`config.mk`:
```
export PLATFORM = sky130hd
export DESIGN_NAME = icache_nway
export DESIGN_NICKNAME = d
export VERILOG_FILES = /design/src/rtl/icache_nway_pkg.sv /design/src/rtl/icache_nway_array.sv /design/src/rtl/icache_nway_plru_tree.sv /design/src/rtl/icache_nway.sv
export SDC_FILE = /design/constraint.sdc
export NUM_CORES = 2
export LEC_CHECK = 0
export ABC_AREA = 0
export CAP_MARGIN = 10
export CELL_PAD_IN_SITES_DETAIL_PLACEMENT = 0
export CELL_PAD_IN_SITES_GLOBAL_PLACEMENT = 1
export CORE_AREA = 2 2 442 400
export CTS_CLUSTER_DIAMETER = 100
export DETAILED_ROUTE_END_ITERATION = 10
export DIE_AREA = 0 0 444 402
export PLACE_DENSITY_LB_ADDON = 0.25
export SLEW_MARGIN = 0
export SYNTH_ARGS = -nofsm -noshare
export SYNTH_HDL_FRONTEND = slang
export SYNTH_SLANG_ARGS = --single-unit
```
`constraint.sdc`:
```
create_clock -name clk -period 8.2 [get_ports clk]
set_clock_uncertainty 0.1 [all_clocks]
set_input_delay 1.64 -clock clk [delete_from_list [all_inputs] [get_ports clk]]
set_output_delay 1.64 -clock clk [all_outputs]
set_load 0.01 [all_outputs]
```
`src/rtl/icache_nway_pkg.sv`:
```
// Shared types and width helpers for the N-way instruction cache.
// Optional ICACHE_PERF_CNT_EN adds hit/miss counters to icache_nway.
package icache_nway_pkg;

  typedef logic [15:0] lc3b_word;
  typedef logic [127:0] lc3b_line;

  typedef enum logic [1:0] {
    IDLE,
    FETCH,
    FILL
  } icache_state_t;

  function automatic int off_w(input int line_bits);
    return $clog2(line_bits / 8);
  endfunction

  function automatic int idx_w(input int sets);
    return $clog2(sets);
  endfunction

  function automatic int tag_w(
    input int addr_bits,
    input int line_bits,
    input int sets
  );
    return addr_bits - off_w(line_bits) - idx_w(sets);
  endfunction

endpackage

```
`src/rtl/icache_nway_array.sv`:
```
// Per-way storage array: asynchronous read, synchronous write.
// No reset; contents are qualified by the valid flops in the top.
module icache_nway_array #(
  parameter int WIDTH = 128,
  parameter int DEPTH = 8
) (
  input  logic                     clk,
  input  logic                     we,
  input  logic [$clog2(DEPTH)-1:0] addr,
  input  logic [WIDTH-1:0]         wdata,
  output logic [WIDTH-1:0]         rdata
);

  logic [WIDTH-1:0] mem [DEPTH];

  always_ff @(posedge clk) begin
    if (we) mem[addr] <= wdata;
  end

  assign rdata = mem[addr];

endmodule

```
`src/rtl/icache_nway_plru_tree.sv`:
```
// Tree pseudo-LRU for one set: victim walk and access update.
// Bit value selects the victim side at each node (0 left, 1 right).
module plru_tree #(
  parameter int WAYS = 2,
  localparam int LW = $clog2(WAYS)
) (
  input  logic [LW-1:0]   access_way,
  input  logic            access_en,
  input  logic [WAYS-2:0] bits,
  output logic [WAYS-2:0] next_bits,
  output logic [LW-1:0]   victim_way
);

  always_comb begin
    int node;
    next_bits = bits;
    node = 1;
    for (int l = 0; l < LW; l++) begin
      if (access_en) next_bits[node-1] = ~access_way[LW-1-l];
      node = 2 * node + int'(access_way[LW-1-l]);
    end
  end

  always_comb begin
    int node;
    node = 1;
    for (int l = 0; l < LW; l++) begin
      node = 2 * node + int'(bits[node-1]);
    end
    victim_way = LW'(node - WAYS);
  end

endmodule

```
`src/rtl/icache_nway.sv`:
```
// N-way set-associative read-only I-cache with tree PLRU and fill FSM.
// Define ICACHE_PERF_CNT_EN to add hit_count/miss_count outputs.
module icache_nway
  import icache_nway_pkg::*;
#(
  parameter int WAYS      = 2,
  parameter int SETS      = 8,
  parameter int LINE_BITS = 128,
  parameter int ADDR_BITS = 16
) (
  input  logic                 clk,
  input  logic                 rst_n,
  input  logic                 mem_read,
  input  logic [ADDR_BITS-1:0] mem_address,
  output lc3b_word             mem_rdata,
  output logic                 mem_resp,
  input  logic                 flush,
  output logic                 pmem_read,
  output logic [ADDR_BITS-1:0] pmem_address,
  input  logic [LINE_BITS-1:0] pmem_rdata,
  input  logic                 pmem_resp
`ifdef ICACHE_PERF_CNT_EN
  ,
  output logic [31:0]          hit_count,
  output logic [31:0]          miss_count
`endif
);

  localparam int OFF = off_w(LINE_BITS);
  localparam int IDX = idx_w(SETS);
  localparam int TAG = tag_w(ADDR_BITS, LINE_BITS, SETS);
  localparam int WW  = $clog2(WAYS);

  icache_state_t state;

  logic [TAG-1:0] tag;
  logic [IDX-1:0] index;
  logic [OFF-2:0] wsel;
  logic           unused_bit0;

  assign tag         = mem_address[ADDR_BITS-1 -: TAG];
  assign index       = mem_address[OFF +: IDX];
  assign wsel        = mem_address[OFF-1:1];
  assign unused_bit0 = mem_address[0];

  logic [WAYS-1:0]      valid_q [SETS];
  logic [WAYS-2:0]      plru_q  [SETS];
  logic [TAG-1:0]       tag_rd  [WAYS];
  logic [LINE_BITS-1:0] data_rd [WAYS];
  logic [WW-1:0]        victim_q;
  logic                 flush_pend;
  logic                 fill_we;

  assign fill_we = (state == FETCH) && pmem_resp;

  for (genvar w = 0; w < WAYS; w++) begin : g_way
    logic we;
    assign we = fill_we && (victim_q == WW'(w));

    icache_nway_array #(.WIDTH(TAG), .DEPTH(SETS)) u_tag (
      .clk   (clk),
      .we    (we),
      .addr  (index),
      .wdata (tag),
      .rdata (tag_rd[w])
    );

    icache_nway_array #(.WIDTH(LINE_BITS), .DEPTH(SETS)) u_data (
      .clk   (clk),
      .we    (we),
      .addr  (index),
      .wdata (pmem_rdata),
      .rdata (data_rd[w])
    );
  end

  logic          hit;
  logic [WW-1:0] hit_way;
  logic          inv_found;
  logic [WW-1:0] inv_way;

  // Descending scans leave the lowest-numbered match selected.
  always_comb begin
    hit       = 1'b0;
    hit_way   = '0;
    inv_found = 1'b0;
    inv_way   = '0;
    for (int w = WAYS - 1; w >= 0; w--) begin
      if (valid_q[index][w] && tag_rd[w] == tag) begin
        hit     = 1'b1;
        hit_way = WW'(w);
      end
      if (!valid_q[index][w]) begin
        inv_found = 1'b1;
        inv_way   = WW'(w);
      end
    end
  end

  logic lookup_miss;
  assign mem_resp    = (state == IDLE) && mem_read && hit;
  assign lookup_miss = (state == IDLE) && mem_read && !hit;

  logic [LINE_BITS-1:0] hit_line;
  assign hit_line  = data_rd[hit_way];
  assign mem_rdata = mem_resp ? hit_line[{wsel, 4'b0} +: 16] : '0;

  logic [WAYS-2:0] plru_next;
  logic [WW-1:0]   plru_victim;

  plru_tree #(.WAYS(WAYS)) u_plru (
    .access_way (fill_we ? victim_q : hit_way),
    .access_en  (mem_resp || fill_we),
    .bits       (plru_q[index]),
    .next_bits  (plru_next),
    .victim_way (plru_victim)
  );

  always_ff @(posedge clk or negedge rst_n) begin
    if (!rst_n) begin
      state        <= IDLE;
      pmem_read    <= 1'b0;
      pmem_address <= '0;
      victim_q     <= '0;
      flush_pend   <= 1'b0;
      for (int s = 0; s < SETS; s++) begin
        valid_q[s] <= '0;
        plru_q[s]  <= '0;
      end
    end else begin
      if (mem_resp || fill_we) plru_q[index] <= plru_next;
      unique case (state)
        IDLE: begin
          if (flush || flush_pend) begin
            for (int s = 0; s < SETS; s++) valid_q[s] <= '0;
          end
          flush_pend <= 1'b0;
          if (lookup_miss) begin
            state        <= FETCH;
            pmem_read    <= 1'b1;
            pmem_address <= {tag, index, {OFF{1'b0}}};
            victim_q     <= inv_found ? inv_way : plru_victim;
          end
        end
        FETCH: begin
          if (flush) flush_pend <= 1'b1;
          if (pmem_resp) begin
            valid_q[index][victim_q] <= 1'b1;
            pmem_read <= 1'b0;
            state     <= FILL;
          end
        end
        FILL: begin
          if (flush) flush_pend <= 1'b1;
          state <= IDLE;
        end
        default: state <= IDLE;
      endcase
    end
  end

`ifdef ICACHE_PERF_CNT_EN
  // The post-fill response belongs to the miss, not to a hit.
  logic retry_q;

  always_ff @(posedge clk or negedge rst_n) begin
    if (!rst_n) begin
      hit_count  <= '0;
      miss_count <= '0;
      retry_q    <= 1'b0;
    end else begin
      retry_q <= (state == FILL);
      if (mem_resp && !retry_q) hit_count <= hit_count + 32'd1;
      if (lookup_miss) miss_count <= miss_count + 32'd1;
    end
  end
`endif

  a_addr_stable: assert property (
    @(posedge clk) disable iff (!rst_n)
    (state == FETCH) |->
      mem_address[ADDR_BITS-1:OFF] == pmem_address[ADDR_BITS-1:OFF]
  );

endmodule

```
Word-level counts from Yosys, hierarchy flattened
Memory sizes are Yosys's and may differ from the RTL's.
Index checks and enable logic that the tools add are counted.
{"block": "op_classes", "addsub": 2, "order_cmp": 5, "n_eq_ne": 8, "n_shift": 1, "muxes": 41, "n_bitwise": 5, "n_reduce_logical": 22}
{"operator": "$mux 128", "count": 3}
{"operator": "$shiftx 128x8->16", "count": 1}
{"operator": "$mux 16", "count": 3}
{"operator": "$pmux 16 s2", "count": 1}
{"operator": "$mux 1", "count": 20}
{"operator": "$eq 9x9->1", "count": 2}
{"operator": "$or 16x16->16", "count": 1}
{"operator": "$logic_and 1x1->1", "count": 10}
{"operator": "$mux 2", "count": 5}
{"operator": "$bwmux 8", "count": 1}
{"operator": "$bmux 2 s3", "count": 1}
{"operator": "$demux 2 s3", "count": 1}
{"operator": "$reduce_and 2->1", "count": 3}
{"operator": "$reduce_and 3->1", "count": 2}
{"operator": "$ge 4x4->1 const B", "count": 1}
{"operator": "$lt 4x1->1 const B", "count": 1}
{"operator": "$ne 2x1->1 const B", "count": 2}
{"operator": "$ne 2x2->1 const B", "count": 2}
{"operator": "$not 3->4", "count": 1}
{"operator": "$pmux 1 s2", "count": 2}
{"operator": "$pmux 2 s2", "count": 1}
{"operator": "$reduce_bool 2->1", "count": 2}
{"operator": "$bmux 1 s3", "count": 1}
{"operator": "$demux 1 s3", "count": 1}
{"operator": "other kinds (14)", "count": 16}
{"block": "word_totals", "reg_bits": 41, "ramBits": 2192, "input_bits": 149, "output_inout_bits": 34, "word_cells": 109, "mem_count": 4}
{"memory": "g_way[0].u_data.mem", "depth": 8, "word_bits": 128, "rd": 1, "rd_ports_with_merged_regs": 0, "wr": 1, "line": "icache_nway_array.sv:14", "text": "logic [WIDTH-1:0] mem [DEPTH];"}
{"memory": "g_way[1].u_data.mem", "depth": 8, "word_bits": 128, "rd": 1, "rd_ports_with_merged_regs": 0, "wr": 1, "line": "icache_nway_array.sv:14"}
{"memory": "g_way[0].u_tag.mem", "depth": 8, "word_bits": 9, "rd": 1, "rd_ports_with_merged_regs": 0, "wr": 1, "line": "icache_nway_array.sv:14"}
{"memory": "g_way[1].u_tag.mem", "depth": 8, "word_bits": 9, "rd": 1, "rd_ports_with_merged_regs": 0, "wr": 1, "line": "icache_nway_array.sv:14"}

Depth between registers and ports, before layout
{"block": "depth", "ltp_word": 13, "mapped_depth": 16, "ltp_nobuf": 9}

Modules after synthesis
Synthesis repeated with hierarchy kept, for this count alone.
{"block": "unflattened", "cells_unflattened": 3985, "hier_area_um2": 87437.6}
{"mod": "icache_nway_array (g_way[0].u_data ...)", "instances": 2, "cells_per_inst": 1678, "area_each_um2": 38699.6, "seq_area_each_um2": 30749.5}
{"mod": "icache_nway_array (g_way[0].u_tag ...)", "instances": 2, "cells_per_inst": 143, "area_each_um2": 2870.3, "seq_area_each_um2": 2162.1}
{"mod": "icache_nway", "instances": 1, "cells_per_inst": 340, "area_each_um2": 4276.6, "seq_area_each_um2": 1026.0}
{"mod": "plru_tree", "instances": 1, "cells_per_inst": 3, "area_each_um2": 21.3, "seq_area_each_um2": 0.0}

Least setup slack after synthesis
OpenSTA, ideal clock, no wires.
{"block": "synth_path", "kind": "input to register", "from": "input mem_address[6]", "to": "memory g_way[1].u_data.mem[4][0] (enable)", "setup_time_ns": 0.636, "arrival_ns": 9.284, "required_time_ns": 7.464, "setup_slack_ns": -1.819, "stages": 10, "path_buffers": 8, "cell_sequence": "buf_2 > buf_2 > buf_4 > buf_4 > or3b_2 > buf_2 > buf_1 > clkbuf_1 > clkbuf_1 > nor2_1"}
{"element": "start: declaration", "line": "icache_nway.sv:14", "text": "input logic [ADDR_BITS-1:0] mem_address,"}
{"element": "end: declaration", "line": "icache_nway_array.sv:14"}
No word-level cell before the write port.

Final worst setup path
{"block": "layout_path", "from": "input mem_address[6]", "to": "output mem_rdata[4]"}
{"block": "layout_between", "elab_chain_cells": 13, "word_cells_on_any_way": 22, "cone_classes": "eq/ne: 2; shift: 1; mux: 10; bitwise: 2; reduce/logical: 3; memory: 4"}
{"element": "branches (longest 12 deep; another with $mem_v2 8x9)"}
{"element": "$mux 16 *", "line": "icache_nway.sv:106", "text": "assign mem_rdata = mem_resp ? hit_line[{wsel, 4'b0} +: 16] : '0;"}
{"element": "end: declaration", "line": "icache_nway.sv:15", "text": "output lc3b_word mem_rdata,"}
Every way passes the cells marked *. The select of a mux whose other input is x is not followed.

==> metrics.cfg <==
[setup_path]
crit_path_start_kind = input pin
cp.required_ps = 6460
crit_type = in -> out
r2r-start = state[1]$_DFFE_PN0P_
path_max_fanout = 12
r2r_end = g_way[1].u_data.mem[3][48]$_DFFE_PP_
end_kind = output pin
critPathLaunch = mem_address[6]
arrival_ps = 6270
worst-r2r-setup-slack_ps = 4370
r2r_cells = 5
cp-endpoint = mem_rdata[4]

[logic_synthesis]
netlist_area_sq_um = 82920
yosysTopAreaCellShare_pct = 79.38
synthDominantAreaCellType = edfxtp_1
yosysSeqAreaShare_pct = 80.62
synth_ff_type = edfxtp_1
synth.avg_cell_area_sq_um = 17.61
synthesis.instances = 4710
synth.area.top_cells = edfxtp_1 (79%), o22ai_1 (5.1%), mux2i_1 (1.6%), mux2_2 (1.6%), mux4_2 (1.5%)
ys_ff_latch = 2233
synth_edf_count = 2192
synth_cell_types = 65
yosys_warnings = 0
synthArstFlopShare_pct = 1.836

[power_and_ir_drop]
p_sw_uw = 5402
leakage_uw = 0.03034
internal_power_uw = 18930
clkPwrFrac_pct = 40.2
pwr_density_cell_nw_per_um2 = 253.6
swShare_pct = 22.20
combPwrFrac_pct = 6.8
ir_drop_mv = 0.1669
p_seq_share_pct = 53.0

[global_route]
grt_pass1_vias = 47340
antenna_found_initial = 38
track_usage_pct = 27.95
use_met1_pct = 40.30
grt_max_degree = 104
busiest_layer = met2
gr-usage-met3_pct = 4.714
grt_pass1_wl_mm = 356.1
grt_remaining_overflow = 0
grtUsageMet2_pct = 44.21

[floorplan]
dieArea_sq_um = 178500
fp-row-count = 146
die_w_microns = 444
core_area_sq_um = 174500
ioPinCount = 183
initial_core_util_pct = 47.53
die_height_microns = 402

[timing]
drv_slew = 0
worst_slew_pin_slew_ps = 1080
finalCriticalPeriod_ps = 8012
grt_setup_unrepaired = no
tns_ps = 0
hold_viol = 0
setup_viol = 0
holdWs_ps = 397.7
relSlewSlack_pct = 28.00
fin_crit_sh_pct = 97.71
max_freq_mhz = 124.8

[clock_network]
clk_pin_slew_ps = 60
cts.repair.resized = 0
clock_latency_ps = 840
cts_buffers = 214
cts_hold_buf = 0
h-tree-depth = 4
clock_path_buffers = 3
clkSinkCount = 2233
postCtsSetupBuffers = 0
cts_tree = yes
clock-root-buffer = clkbuf_16

[layout]
multi_input_comb_area_sq_um = 14970
fillCellCount = 13480
final_area_sq_um = 95960
drive_gt1_share_pct = 14.65
fin_util_pct = 55.01
area_delta_synth_final_pct = 15.73
regArea_sq_um = 66850
nNetsFinal = 5204

[placed_design]
routabilityCongestion = 0.7778
post_dp_cell_area_sq_um = 89010
port_buffers = 177
dpl.hpwl_mm = 132.5

[status]
status = finished clean

[drt]
viasPerCell = 6.469
num_vias = 48750
wl_per_cell_microns = 33.39
ant_nets = 0
wirelength_mm = 251.6
remaining_drc_errors = 0
drt-initial-drc-count = 6294
firstDrtPassIters = 5

[min_path]
holdCritPathClass = reg -> reg

[flow_run]
drv_cap = 0

## sequential cells by signal, indices dropped and copies added (netlist names)
register and cells:
g_way.u_data.mem 2048, g_way.u_tag.mem 144, valid_q 16, pmem_address 12, plru_q 8, state 2
flush_pend 1, pmem_read 1, victim_q 1
## placed cells by master, fill, tap and decap left out, types with 30 or more instances in the layout
master	Yosys	routed
edfxtp_1	2192	2192
o22ai_1	676	676
nor2_1	246	229
clkbuf_16	0	219
buf_4	13	209
o21ai_0	193	193
clkdlybuf4s50_1	0	170
a21oi_1	156	156
mux2i_1	135	135
mux2_2	116	116
nor4_1	101	100
nor3_1	78	78
nand2_1	77	74
mux4_2	57	57
clkinv_1	0	57
clkbuf_1	179	54
o221ai_1	50	50
buf_12	0	48
dfrtp_1	41	41
o22a_1	30	30
## logic make-up after synthesis
| kind of cell | Yosys count | share of synthesized area, % |
|---|---|---|
| flip-flops | 2233 | 80.62 |
| AO/OA/AOI/OAI | 1255 | 9.565 |
| AND/OR/NAND/NOR | 582 | 3.321 |
| buffers and inverters | 318 | 1.586 |
| multiplexers | 310 | 4.780 |
| XOR/XNOR | 9 | 0.09507 |
| adder cells (fa/ha/maj) | 2 | 0.03017 |
| other | 1 | 0.004522 |
## Yosys cell counts (8+ instances only)
cell type  count
mux2i_1      135
a22oi_1       13
o41ai_1       15
edfxtp_1    2192
nand2_1       77
nor4_1       101
a21oi_1      156
a211o_1       15
dfrtp_1       41
mux2_2       116
mux4_2        57
a2111oi_0     19
nand2b_1       9
nor3_1        78
clkbuf_1     179
buf_2         58
o21ai_0      193
nor2_1       246
buf_1         59
o22a_1        30
xnor2_1        8
o211ai_1       9
or4_1          9
buf_4         13
a211oi_1      20
o221ai_1      50
o22ai_1      676
nand3_1       12
o31ai_1       11
nor2b_1        9
## layout make-up
| class | instances | area share [%] |
|---|---|---|
| Multi-Input combinational cell | 2162 | 15.60 |
| Tap cell | 2294 | 2.991 |
| Inverter | 9 | 0.03651 |
| Clock inverter | 116 | 1.223 |
| Sequential cell | 2233 | 69.66 |
| Clock buffer | 277 | 5.979 |
| Timing Repair Buffer | 433 | 4.477 |
| Antenna cell | 12 | 0.03129 |
## per-stage QoR
step	instances	power (uW)	setup slack (ps)
after detailed placement	7131	14790	54.11
after floorplan	4713	13950	-1819
after global routing	7534	24990	7.140
after global placement	7130	14760	-275.8
after CTS	7524	24410	31.66
final	7536	24330	188.1
## metal layers
layer | wire length, microns | vias to the layer above | share of wire, %
met2 | 117600 | 2591 | 47
li1 | - | 20120 | -
met1 | 103800 | 25600 | 41
met4 | 6788 | 20 | 2.7
met3 | 23290 | 425 | 9.3
met5 | 121 | - | 0.048
## critical path, cell delays in order
cell and delay [ps]:
buf_8 130, mux2_1 340, mux4_2 500, or3_1 410, a221oi_1 320, nand4_1 240
buf_4 240, nand2b_2 270, buf_4 260, o31ai_1 890, a2111oi_1 210, clkdlybuf4s18_2 310
clkdlybuf4s50_1 500
## how the worst min path moves through the flow
stage                                           start                          end  slack [ps]  depth (start not counted)
after detailed placement      valid_q[14]$_DFFE_PN0P_      valid_q[14]$_DFFE_PN0P_         390                          2
after CTS                     valid_q[14]$_DFFE_PN0P_      valid_q[14]$_DFFE_PN0P_         400                          2
after global placement        valid_q[15]$_DFFE_PN0P_      valid_q[15]$_DFFE_PN0P_         380                          2
after floorplan               valid_q[13]$_DFFE_PN0P_      valid_q[13]$_DFFE_PN0P_         360                          2
after global routing      pmem_address[8]$_DFFE_PN0P_  pmem_address[8]$_DFFE_PN0P_         430                          1
final                         valid_q[14]$_DFFE_PN0P_      valid_q[14]$_DFFE_PN0P_         400                          2
## power by group through the flow
stage / registers [uW] / logic, uW / clock network [uW]
4_1_cts: 12900 / 1650 / 9860
3_3_place_gp: 13100 / 1620 / 0
2_1_floorplan: 13200 / 770 / 0
5_1_grt: 12900 / 1760 / 10300
6_report: 12900 / 1660 / 9770
3_5_place_dp: 13100 / 1640 / 0
(Power assumes the default switching activity.)
